[config.mk]
export PLATFORM = sky130hd
export DESIGN_NAME = if_id_stage
export DESIGN_NICKNAME = d
export VERILOG_FILES = /design/src/rtl/if_id_stage.sv
export SDC_FILE = /design/constraint.sdc
export NUM_CORES = 1
export LEC_CHECK = 0
export ABC_CLOCK_PERIOD_IN_PS = 8150
export BUFFER_PORTS_ARGS = -buffer_cell sky130_fd_sc_hd__buf_2
export CELL_PAD_IN_SITES_DETAIL_PLACEMENT = 2
export CELL_PAD_IN_SITES_GLOBAL_PLACEMENT = 2
export CORE_UTILIZATION = 32
export DETAILED_ROUTE_END_ITERATION = 8
export GPL_ROUTABILITY_DRIVEN = 0
export HOLD_SLACK_MARGIN = 0.12
export PLACE_DENSITY = 0.89
export SYNTH_ARGS = -nofsm -noshare
export SYNTH_HDL_FRONTEND = slang
export SYNTH_SLANG_ARGS = --single-unit
export TNS_END_PERCENT = 100
[constraint.sdc]
create_clock -name clk -period 8.15 [get_ports clk]
set_input_delay 0.4075 -clock clk [delete_from_list [all_inputs] [get_ports clk]]
set_output_delay 0.4075 -clock clk [all_outputs]
set_load 0.01 [all_outputs]
[src/rtl/if_id_stage.sv]
// IF stage plus IF/ID latch: PC select, instruction-memory addressing, flush bubbles.
// Latency: 1 edge from fetch to id_inst. Stall holds PC and latch; a redirect overrides stall.
module if_id_stage #(
    parameter logic [31:0] RESET_PC = 32'h0000_0000,
    parameter int          CNT_W    = 16
) (
    input  logic             clk,
    input  logic             rst,
    input  logic             stall,
    input  logic             branch_taken,
    input  logic [31:0]      branch_target,
    input  logic             jump,
    input  logic [25:0]      jump_index,
    output logic [31:0]      imem_addr,
    input  logic [31:0]      imem_data,
    output logic [31:0]      id_inst,
    output logic [31:0]      id_pc4,
    output logic             id_valid,
    output logic [CNT_W-1:0] bubble_cnt
);

    typedef struct packed {
        logic        valid;
        logic [31:0] pc4;
        logic [31:0] inst;
    } ifid_t;

    logic [31:0]      r_pc;
    ifid_t            r_ifid;
    logic [CNT_W-1:0] r_bubble_cnt;

    logic [31:0]      w_pc4;
    logic [31:0]      w_jump_addr;
    logic             w_redirect;
    logic [31:0]      w_pc_next;
    ifid_t            w_ifid_next;
    logic             w_cnt_sat;

    assign w_pc4       = r_pc + 32'd4;
    // The j region nibble comes from the jump instruction's own PC+4 held in IF/ID.
    assign w_jump_addr = {r_ifid.pc4[31:28], jump_index, 2'b00};
    assign w_redirect  = branch_taken | jump;
    assign w_cnt_sat   = &r_bubble_cnt;

    always_comb begin
        w_pc_next = w_pc4;
        if (branch_taken) begin
            w_pc_next = branch_target;
        end else if (jump) begin
            w_pc_next = w_jump_addr;
        end else if (stall) begin
            w_pc_next = r_pc;
        end
    end

    // imem_data is only consumed on the plain-advance path, so junk during stall/redirect is ignored.
    always_comb begin
        w_ifid_next = r_ifid;
        if (w_redirect) begin
            w_ifid_next = '0;
        end else if (!stall) begin
            w_ifid_next.inst  = imem_data;
            w_ifid_next.pc4   = w_pc4;
            w_ifid_next.valid = 1'b1;
        end
    end

    always_ff @(posedge clk or posedge rst) begin
        if (rst) begin
            r_pc         <= RESET_PC;
            r_ifid       <= '0;
            r_bubble_cnt <= '0;
        end else begin
            r_pc   <= w_pc_next;
            r_ifid <= w_ifid_next;
            if (w_redirect && !w_cnt_sat) begin
                r_bubble_cnt <= r_bubble_cnt + {{(CNT_W-1){1'b0}}, 1'b1};
            end
        end
    end

    assign imem_addr  = r_pc;
    assign id_inst    = r_ifid.inst;
    assign id_pc4     = r_ifid.pc4;
    assign id_valid   = r_ifid.valid;
    assign bubble_cnt = r_bubble_cnt;

endmodule
==> results of run 1 <==
area by class of cell:
cell class | count | area [sq um] | share of cell area (%)
diodes | 1 | 2.50 | 0.0320
clock buffers | 22 | 474 | 6.06
clock inverters | 10 | 204 | 2.61
inverters | 13 | 51.3 | 0.656
multi-input cells | 459 | 2870 | 36.7
flip-flops and latches | 113 | 2830 | 36.2
well taps | 229 | 287 | 3.66
repair buffers | 216 | 1110 | 14.1
power by group:
group          leakage (nW)  internal [mW]  total (mW)  switching [mW]
Clock                 0.334          0.597       0.873           0.276
Combinational          2.05          0.131       0.306           0.175
Sequential             1.49          0.611       0.685          0.0736
worst min-delay path by stage:
stage / to / cells after the start / startpoint / slack [ns]
floorplan: bubble_cnt[6] / 1 / bubble_cnt[6] / 0.52
global placement: id_inst[27] / 2 / rst / 0.43
detailed placement: id_inst[25] / 2 / rst / 0.44
CTS: imem_addr[2] / 2 / branch_target[2] / 0.19
global route: imem_addr[2] / 2 / branch_target[2] / 0.21
finish: imem_addr[2] / 2 / branch_target[2] / 0.20
cells in the mapped netlist (all sizes together):
cell,number
buf,16
nand2b,5
inv,13
a31oi,7
nand2,49
o21ai,55
a211o,4
and4,3
o22ai,1
nor3,8
o22a,10
a211oi,1
or4,2
a41oi,2
a2111oi,1
mux2i,41
and3,5
o31ai,3
nor3b,1
nand4,9
nor2,67
o211ai,2
xnor2,28
a21o,2
ha,2
or2,4
o21a,7
clkbuf,25
or3,3
a21oi,69
a2bb2oi,9
nand3,23
a22o,3
and2,4
nor4,5
mux2,1
nor2b,4
a22oi,3
dfrtp,113
xor2,16
critical path: cells and delay by family (launching register included):
| family | cells | cell delay, ns |
|---|---|---|
| adder cells (fa/ha/maj) | 1 | 0.33 |
| AO/OA/AOI/OAI | 2 | 0.41 |
| flip-flops | 1 | 0.49 |
| AND/OR/NAND/NOR | 3 | 1.04 |
through the flow:
step	std cells	utilization, %	hold WS, ns
finish	1063	43.4	0.200
global route	1062	43.4	0.206
CTS	1062	43.4	0.187
detailed placement	1029	39.6	0.444
global placement	1029	39.6	0.430
floorplan	626	-	0.516
state kept, by name (all words and copies together) (netlist names):
signal	flops
bubble_cnt	16
id_valid	1
imem_addr	32
id_inst	32
id_pc4	32
routing by layer:
layer  GRT usage, %  vias to the layer above  share of wire (%)
met3           5.89                       31                6.3
met4           8.67                        4                1.8
li1               -                     2598                  -
met1           28.7                     2885                 41
met2           43.4                      190                 51
met5              0                        -               0.10
kinds of logic (layout without fill, tap and decap cells):
group	count (synthesis)	count (layout)
other	0	1
flip-flops	113	113
multiplexers	42	42
adder cells (fa/ha/maj)	2	2
AO/OA/AOI/OAI	179	179
buffers and inverters	54	261
AND/OR/NAND/NOR	192	192
XOR/XNOR	44	44
==> results.toml, run 1 <==
[outcome]
outcome = "finished clean"

[logic_synthesis]
synth_mux_area_share_pct = 7.16
synth_top_area_cell = "dfrtp_1"
ys_types = 50
syn_inst = 626
syn_nets = 723
synth_compound_area_share_pct = 18.3
synth_simple_gate_area_share_pct = 16.0
synth-xor-area-share_pct = 6.54
yosysWarnings = 0
synth_area_leaders = "dfrtp_1, mux2i_1, a21oi_1"
synth_top_family_by_area = "compound AO/OA/AOI/OAI gates"
ys_ff_latch = 113
synth_area_per_cell_sq_um = 9.41
seq_area_frac_synth_pct = 48.0
syn-cell-area_sq_mm = 0.00589
synth.top_cell.area_share_pct = 48.0
synthAdderAreaFrac_pct = 0.425

[cells_and_area]
design_area_sq_mm = 0.00782
area_delta_synth_final_pct = 32.8
fill_cells = 1988
mostFrequentLayoutCells = "buf_2, dfrtp_1, a21oi_1"
drive_gt1_share_pct = 32.2
layout_commonest_cell = "buf_2"
fin_nets = 917

[hold_path]
hp-class = "primary input to flop"

[sta]
setup_viol = 0
finalHoldViolCount = 0
timing.setup.tns_ns = 0
rsz0062_at_grt = "no"
slew_headroom_pct = 18.8
fmax_ghz = 0.420
drv_slew = 0
fin_crit_sh_pct = 29.2
post-route-min-period_ns = 2.38
finClkSkew_ns = 0.0101
worst_slack_ns = 5.77
worst_slew_pin_slew_ns = 1.21

[cts]
tritoncts = "done"
clock-root-buffer = "clkbuf_16"
htree_levels = 4
post_cts_buffers = 0
cts_buffers = 17
ctsHoldBuffers = 1
clk_path_buf_depth = 2
clock_sinks = 113
post_cts_resized = 0
cts.clk_slew.worst_paths_ns = 0.06
clock_latency_ns = 0.42

[pwr]
ir_worst_vdd_v = 0.000154
p_per_area_mw_per_mm2 = 238
p_total_mw = 1.86
p_leak_nw = 3.87

[worst_setup_path]
max_stage_delay_ns = 0.52
cp.required_ns = 8.45
path_max_fanout = 6
r2r-end = "imem_addr[28]"
critical_path_class = "flop to flop"
critPathCaptureType = "flop"
reg2reg_setup_slack_ns = 5.77
critical-path-slowest-cell = "or4_4"
cp-startpoint = "imem_addr[2]"
crit_chain = "ha_1, nand3_1, or4_4, nor3_4, a41oi_1, o22a_1"
crit_path_start_kind = "flop"
crit_path_end = "imem_addr[28]"
rr_startpoint = "imem_addr[2]"
critPathArrivalTime_ns = 2.69
ff2ff_path_depth = 6

[route]
routedWlPerCell_um = 21.5
route.detailed.drc = 0
drtAntennaViolNets = 0
routed_wl_mm = 22.9
drtIter0Drc = 237
num_vias = 5708
first_pass_iters = 5
vias_per_cell = 5.37

[floorplan]
rows = 49
die_y_um = 138
start_util_pct = 32.7
io_pins = 208
core_sq_mm = 0.0180
dieWidth_um = 138
die-area_sq_mm = 0.0189

[global_route]
grt_max_degree = 81
grt_pass1_wl_mm = 34.6
antenna_found_initial = 2
overflow = 0
grt_use_total_pct = 24.5
grt_pass1_vias = 6103

[place]
place.detailed.hpwl_mm = 15.4
pre_cts_slack_ns = 5.53
dpl_cell_area_sq_mm = 0.00713
port_buffers = 207

[flow_run]
maxCapViolCount = 0
Note: power is estimated with default switching activity, not from simulation.
==> run 2, diff against run 1 <==
Settings changed: ABC_CLOCK_PERIOD_IN_PS 8150 to 2490, CORE_UTILIZATION 32 to 29, PLACE_DENSITY 0.89 to 0.81.
Clock period 8.15 ns to 2.49 ns, I/O delays scaled along.
==> run 2 against run 1 <==
Against the previous run: power rose to 3.3 times the previous value; non-clock buffer count is 67 higher; critical path depth unchanged; maximum frequency is 12% higher; via count rose by 5.1%; global-route usage increased by 0.71 points; final area increased by 8.5%; largest power group unchanged; clock-buffer cell count shrank 1.
==> results.toml, run 2 (synthesis results as in run 1) <==
[cells_and_area]
fill_cells = 2201
layout_commonest_cell = "buf_2"
area_delta_synth_final_pct = 44.2
final_cells = 1168
regArea_sq_mm = 0.00283
drive_gt1_share_pct = 31.0
fin_nets = 984
multi_input_area_sq_mm = 0.00286
mostFrequentLayoutCells = "buf_2, dfrtp_1, a21oi_1"

[sta]
post-route-min-period_ns = 2.13
timing.setup.tns_ns = 0
setup_viol = 0
fmax_ghz = 0.469
drv_slew = 0
finClkSkew_ns = 0.0105
slew_headroom_pct = 48.1
finalHoldViolCount = 0
worst_slew_pin_slew_ns = 0.778
fin_crit_sh_pct = 85.6
rsz0062_at_grt = "no"

[pwr]
p_total_mw = 6.07
p_per_area_mw_per_mm2 = 715
p_leak_nw = 4.13
ir_worst_vdd_v = 0.000384

[hold_path]
hp-class = "primary input to flop"
min_from = "branch_target[16]"
whs_path_depth = 5
holdPathEnd = "imem_addr[16]"

[cts]
clock-root-buffer = "clkbuf_16"
cts_buffers = 17
cts.clk_slew.worst_paths_ns = 0.06
clock_sinks = 113
post_cts_buffers = 0
tritoncts = "done"
clock_latency_ns = 0.42
clk_path_buf_depth = 2
htree_levels = 4

[worst_setup_path]
crit_path_start_kind = "flop"
critPathCaptureType = "flop"
reg2reg_setup_slack_ns = 0.36
crit_chain = "ha_1, nand3_1, or4_4, nor3_4, a41oi_1, o22a_1"
rr_startpoint = "imem_addr[3]"
path_max_fanout = 5
critical-path-slowest-cell = "or4_4"
ff2ff_path_depth = 6
critPathArrivalTime_ns = 2.43
cp.required_ns = 2.79
critical_path_class = "flop to flop"
max_stage_delay_ns = 0.49
r2r-end = "imem_addr[28]"

[place]
port_buffers = 207
dp_cells = 1077
place.detailed.hpwl_mm = 16.8

[floorplan]
start_util_pct = 30.0
rows = 51
io_pins = 208
die_y_um = 144
die-area_sq_mm = 0.0209
dieWidth_um = 144
core_sq_mm = 0.0197

[global_route]
grt-busiest-layer = "met2"
grt_max_degree = 55
grt_util_met2_pct = 45.2
grt_pass1_vias = 6684
grt_use_total_pct = 25.2
use_met3_pct = 6.62
grt_pass1_wl_mm = 38.8
antenna_found_initial = 4
use_met1_pct = 28.1
overflow = 0

[route]
vias_per_cell = 5.14
routed_wl_mm = 25.5
drtIter0Drc = 224
route.detailed.drc = 0
drtAntennaViolNets = 0
routedWlPerCell_um = 21.9
num_vias = 5999
first_pass_iters = 4

[flow_run]
maxCapViolCount = 0

[outcome]
outcome = "finished clean"
==> run 2: cell count changes in the layout (fill, tap and decap cells not counted), moves of 3 or more <==
cell	change
dlygate4sd3_1	+55
buf_4	+11
clkinvlp_4	+4
diode_2	+3
==> run 2: power by group <==
group	switching (mW)	leakage [nW]	internal [mW]	total, mW
logic	0.615	2.34	0.500	1.11
registers	0.240	1.49	2.00	2.24
clock network	0.891	0.305	1.82	2.71
total	1.75	4.13	4.32	6.07
==> run 2: critical path: cells and delay by family, from the launching register on <==
kind	cells	cell delay, ns
flip-flops	1	0.40
AND/OR/NAND/NOR	3	0.95
adder cells (fa/ha/maj)	1	0.29
AO/OA/AOI/OAI	2	0.38
==> run 2: per-stage QoR <==
stage	hold slack (ns)	utilization [%]	instance area, sq um	setup WS (ns)
4_1_cts	0.132	43.1	8480	0.355
3_3_place_gp	0.154	37.0	7270	0.444
5_1_grt	0.154	43.2	8490	0.230
3_5_place_dp	0.156	37.0	7270	0.380
2_1_floorplan	0.241	-	5890	0.529
6_report	0.144	43.2	8490	0.359
==> run 2: cell type report <==
type,instances,share of cell area (%)
antenna,4,0.118
clock buffer,21,5.42
clock inverter,10,2.15
inverter,13,0.619
multi-input combinational,459,33.7
sequential,113,33.3
tap,265,3.91
timing repair buffer,283,20.7
==> run 2: what timing repair did <==
item                      CTS  global route
gates resized for setup     0             0
hold buffers               56             0
hold endpoints to repair  110             0
==> run 2: how the worst max path moves through the flow <==
stage                   from            end  slack, ns  depth (start not counted)
3_5_place_dp    imem_addr[3]  imem_addr[28]       0.38                          6
4_1_cts         imem_addr[3]  imem_addr[28]       0.35                          6
3_3_place_gp    imem_addr[3]  imem_addr[28]       0.44                          6
2_1_floorplan   imem_addr[2]  imem_addr[28]       0.53                          6
6_report        imem_addr[3]  imem_addr[28]       0.36                          6
5_1_grt        imem_addr[16]  imem_addr[29]       0.23                          6
==> run 2: metal layers <==
layer | wire (um) | part of all wire (%) | vias to the layer above
met2 | 12900 | 51 | 208
li1 | - | - | 2739
met4 | 748 | 2.9 | 0
met3 | 1840 | 7.2 | 45
met1 | 10000 | 39 | 3007
met5 | 0 | 0 | -
==> run 3, diff against run 2 <==
Settings changed: ABC_CLOCK_PERIOD_IN_PS 2490 to 2100.
Clock period 2.49 ns to 2.1 ns, I/O delays scaled along.
==> run 3 against run 2 <==
Against the previous run: sequential power up 17%; clock-buffer cell count down 3; die area unchanged; clock skew shrank 0.0011 ns; worst hold slack lost 0.0035 ns; utilization grew 0.99 points; global-route usage up 0.58 points.
==> results.toml, run 3 (synthesis results as in run 1) <==
[pwr]
p_leak_nw = 4.24
p_per_area_mw_per_mm2 = 801
ir_worst_vdd_v = 0.000506

[worst_setup_path]
r2r-end = "imem_addr[28]"
critPathCaptureType = "flop"
reg2reg_setup_slack_ns = 0.11
critPathArrivalTime_ns = 2.30
max_stage_delay_ns = 0.55
cp_top_family = "buffers and inverters"
path_max_fanout = 6
ff2ff_path_depth = 6
crit_chain = "dlygate4sd3_1, buf_2, nor2b_1, buf_4, a21oi_1, o21ai_0, a211oi_1, nor3_1"
path_buf_inv = 3
cp.required_ns = 2.41
crit_path_start_kind = "primary input"
critical_path_class = "primary input to flop"
critical-path-slowest-cell = "dlygate4sd3_1"
rr_startpoint = "imem_addr[3]"

[cells_and_area]
area_delta_synth_final_pct = 47.5
drive_gt1_share_pct = 33.0
post-route-util_pct = 44.2
fin_nets = 1010
layout_commonest_cell = "buf_2"
mostFrequentLayoutCells = "buf_2, dfrtp_1, a21oi_1"

[place]
pre_cts_slack_ns = 0.0768
port_buffers = 207
place.detailed.hpwl_mm = 16.8

[hold_path]
holdPathEnd = "imem_addr[15]"
whs_path_depth = 4
hp-class = "primary input to flop"
min_from = "branch_target[15]"

[route]
drtIter0Drc = 296
routed_wl_mm = 26.1
drtAntennaViolNets = 0
route.detailed.drc = 0
first_pass_iters = 4
vias_per_cell = 5.09
routedWlPerCell_um = 21.9
num_vias = 6073

[floorplan]
core_sq_mm = 0.0197
io_pins = 208
rows = 51
die_y_um = 144
die-area_sq_mm = 0.0209
start_util_pct = 30.0
dieWidth_um = 144

[flow_run]
maxCapViolCount = 0

[global_route]
grt_pass1_vias = 6826
overflow = 0
grt_max_degree = 114
grt_pass1_wl_mm = 39.8
antenna_found_initial = 4
grt_use_total_pct = 25.8

[sta]
fin_crit_sh_pct = 94.9
post-route-min-period_ns = 1.99
slew_headroom_pct = 47.8
setup_viol = 0
fmax_ghz = 0.502
worst_slack_ns = 0.107
rsz0062_at_grt = "no"
drv_slew = 0
finClkSkew_ns = 0.00946
finalHoldViolCount = 0
worst_slew_pin_slew_ns = 0.783
timing.setup.tns_ns = 0

[cts]
clock-root-buffer = "clkbuf_16"
clock_sinks = 113
tritoncts = "done"
clk_path_buf_depth = 2
htree_levels = 4
clock_latency_ns = 0.41
cts.clk_slew.worst_paths_ns = 0.06
cts_buffers = 17

[outcome]
outcome = "finished clean"
[run 3: cell types whose count changed in the layout (fill, tap and decap cells not counted), sizes merged]
cell	before	now
buf	227	250
clkinv	2	6
bufinv	5	2
clkbuf	21	18
dlygate4sd3	56	59
clkinvlp	4	6
diode	4	3
inv	12	13
[run 3: worst max path at each step]
stage / startpoint / to / slack, ns / depth (start not counted)
3_5_place_dp: imem_addr[3] / imem_addr[28] / 0.08 / 6
3_3_place_gp: imem_addr[3] / imem_addr[28] / 0.17 / 6
5_1_grt: imem_addr[3] / id_pc4[26] / 0.01 / 7
4_1_cts: imem_addr[3] / imem_addr[28] / 0.03 / 6
2_1_floorplan: imem_addr[2] / imem_addr[28] / 0.14 / 6
6_report: jump / imem_addr[20] / 0.11 / 8
[run 3: metal layers]
metal	track usage (%)	vias up	wire length, um
li1	-	2786	-
met1	30.2	3047	10800
met2	44.7	198	13200
met3	5.83	40	1570
met4	12.0	2	592
met5	0	-	12
[run 3: worst reg2reg max path: cells and delay by family (launching register included)]
family	cells	cell delay, ns
AND/OR/NAND/NOR	3	0.87
flip-flops	1	0.42
adder cells (fa/ha/maj)	1	0.21
AO/OA/AOI/OAI	2	0.37
[run 3: stage by stage]
step | instance area [sq um] | hold WS, ns | total power, mW | std cells
floorplan | 5890 | 0.222 | 3.32 | 626
global placement | 7480 | 0.340 | 3.92 | 1099
detailed placement | 7480 | 0.335 | 3.97 | 1099
CTS | 8650 | 0.120 | 6.99 | 1190
global route | 8680 | 0.137 | 7.27 | 1193
finish | 8680 | 0.141 | 6.95 | 1194
[run 3: final cells by class]
| class | instances | area [sq um] |
|---|---|---|
| fillers | 2173 | 11000 |
| clock inverters | 14 | 140 |
| clock buffers | 18 | 439 |
| flip-flops and latches | 113 | 2830 |
| multi-input cells | 459 | 2880 |
| diodes | 3 | 7.51 |
| repair buffers | 309 | 2000 |
| inverters | 13 | 52.6 |
| well taps | 265 | 332 |
[run 3: where the power goes]
part           internal (mW)  switching (mW)  total [mW]
logic                  0.662           0.811        1.47
registers               2.37           0.233        2.61
clock network           1.77            1.10        2.87
total                   4.80            2.15        6.95
[run 3: timing repair]
action                                  in CTS  in global routing
hold buffers                                59                  0
gates resized for setup                      0                  3
setup buffers                                0                  1
endpoints found under the setup margin       0                 10
endpoints found under the hold margin      164                  0
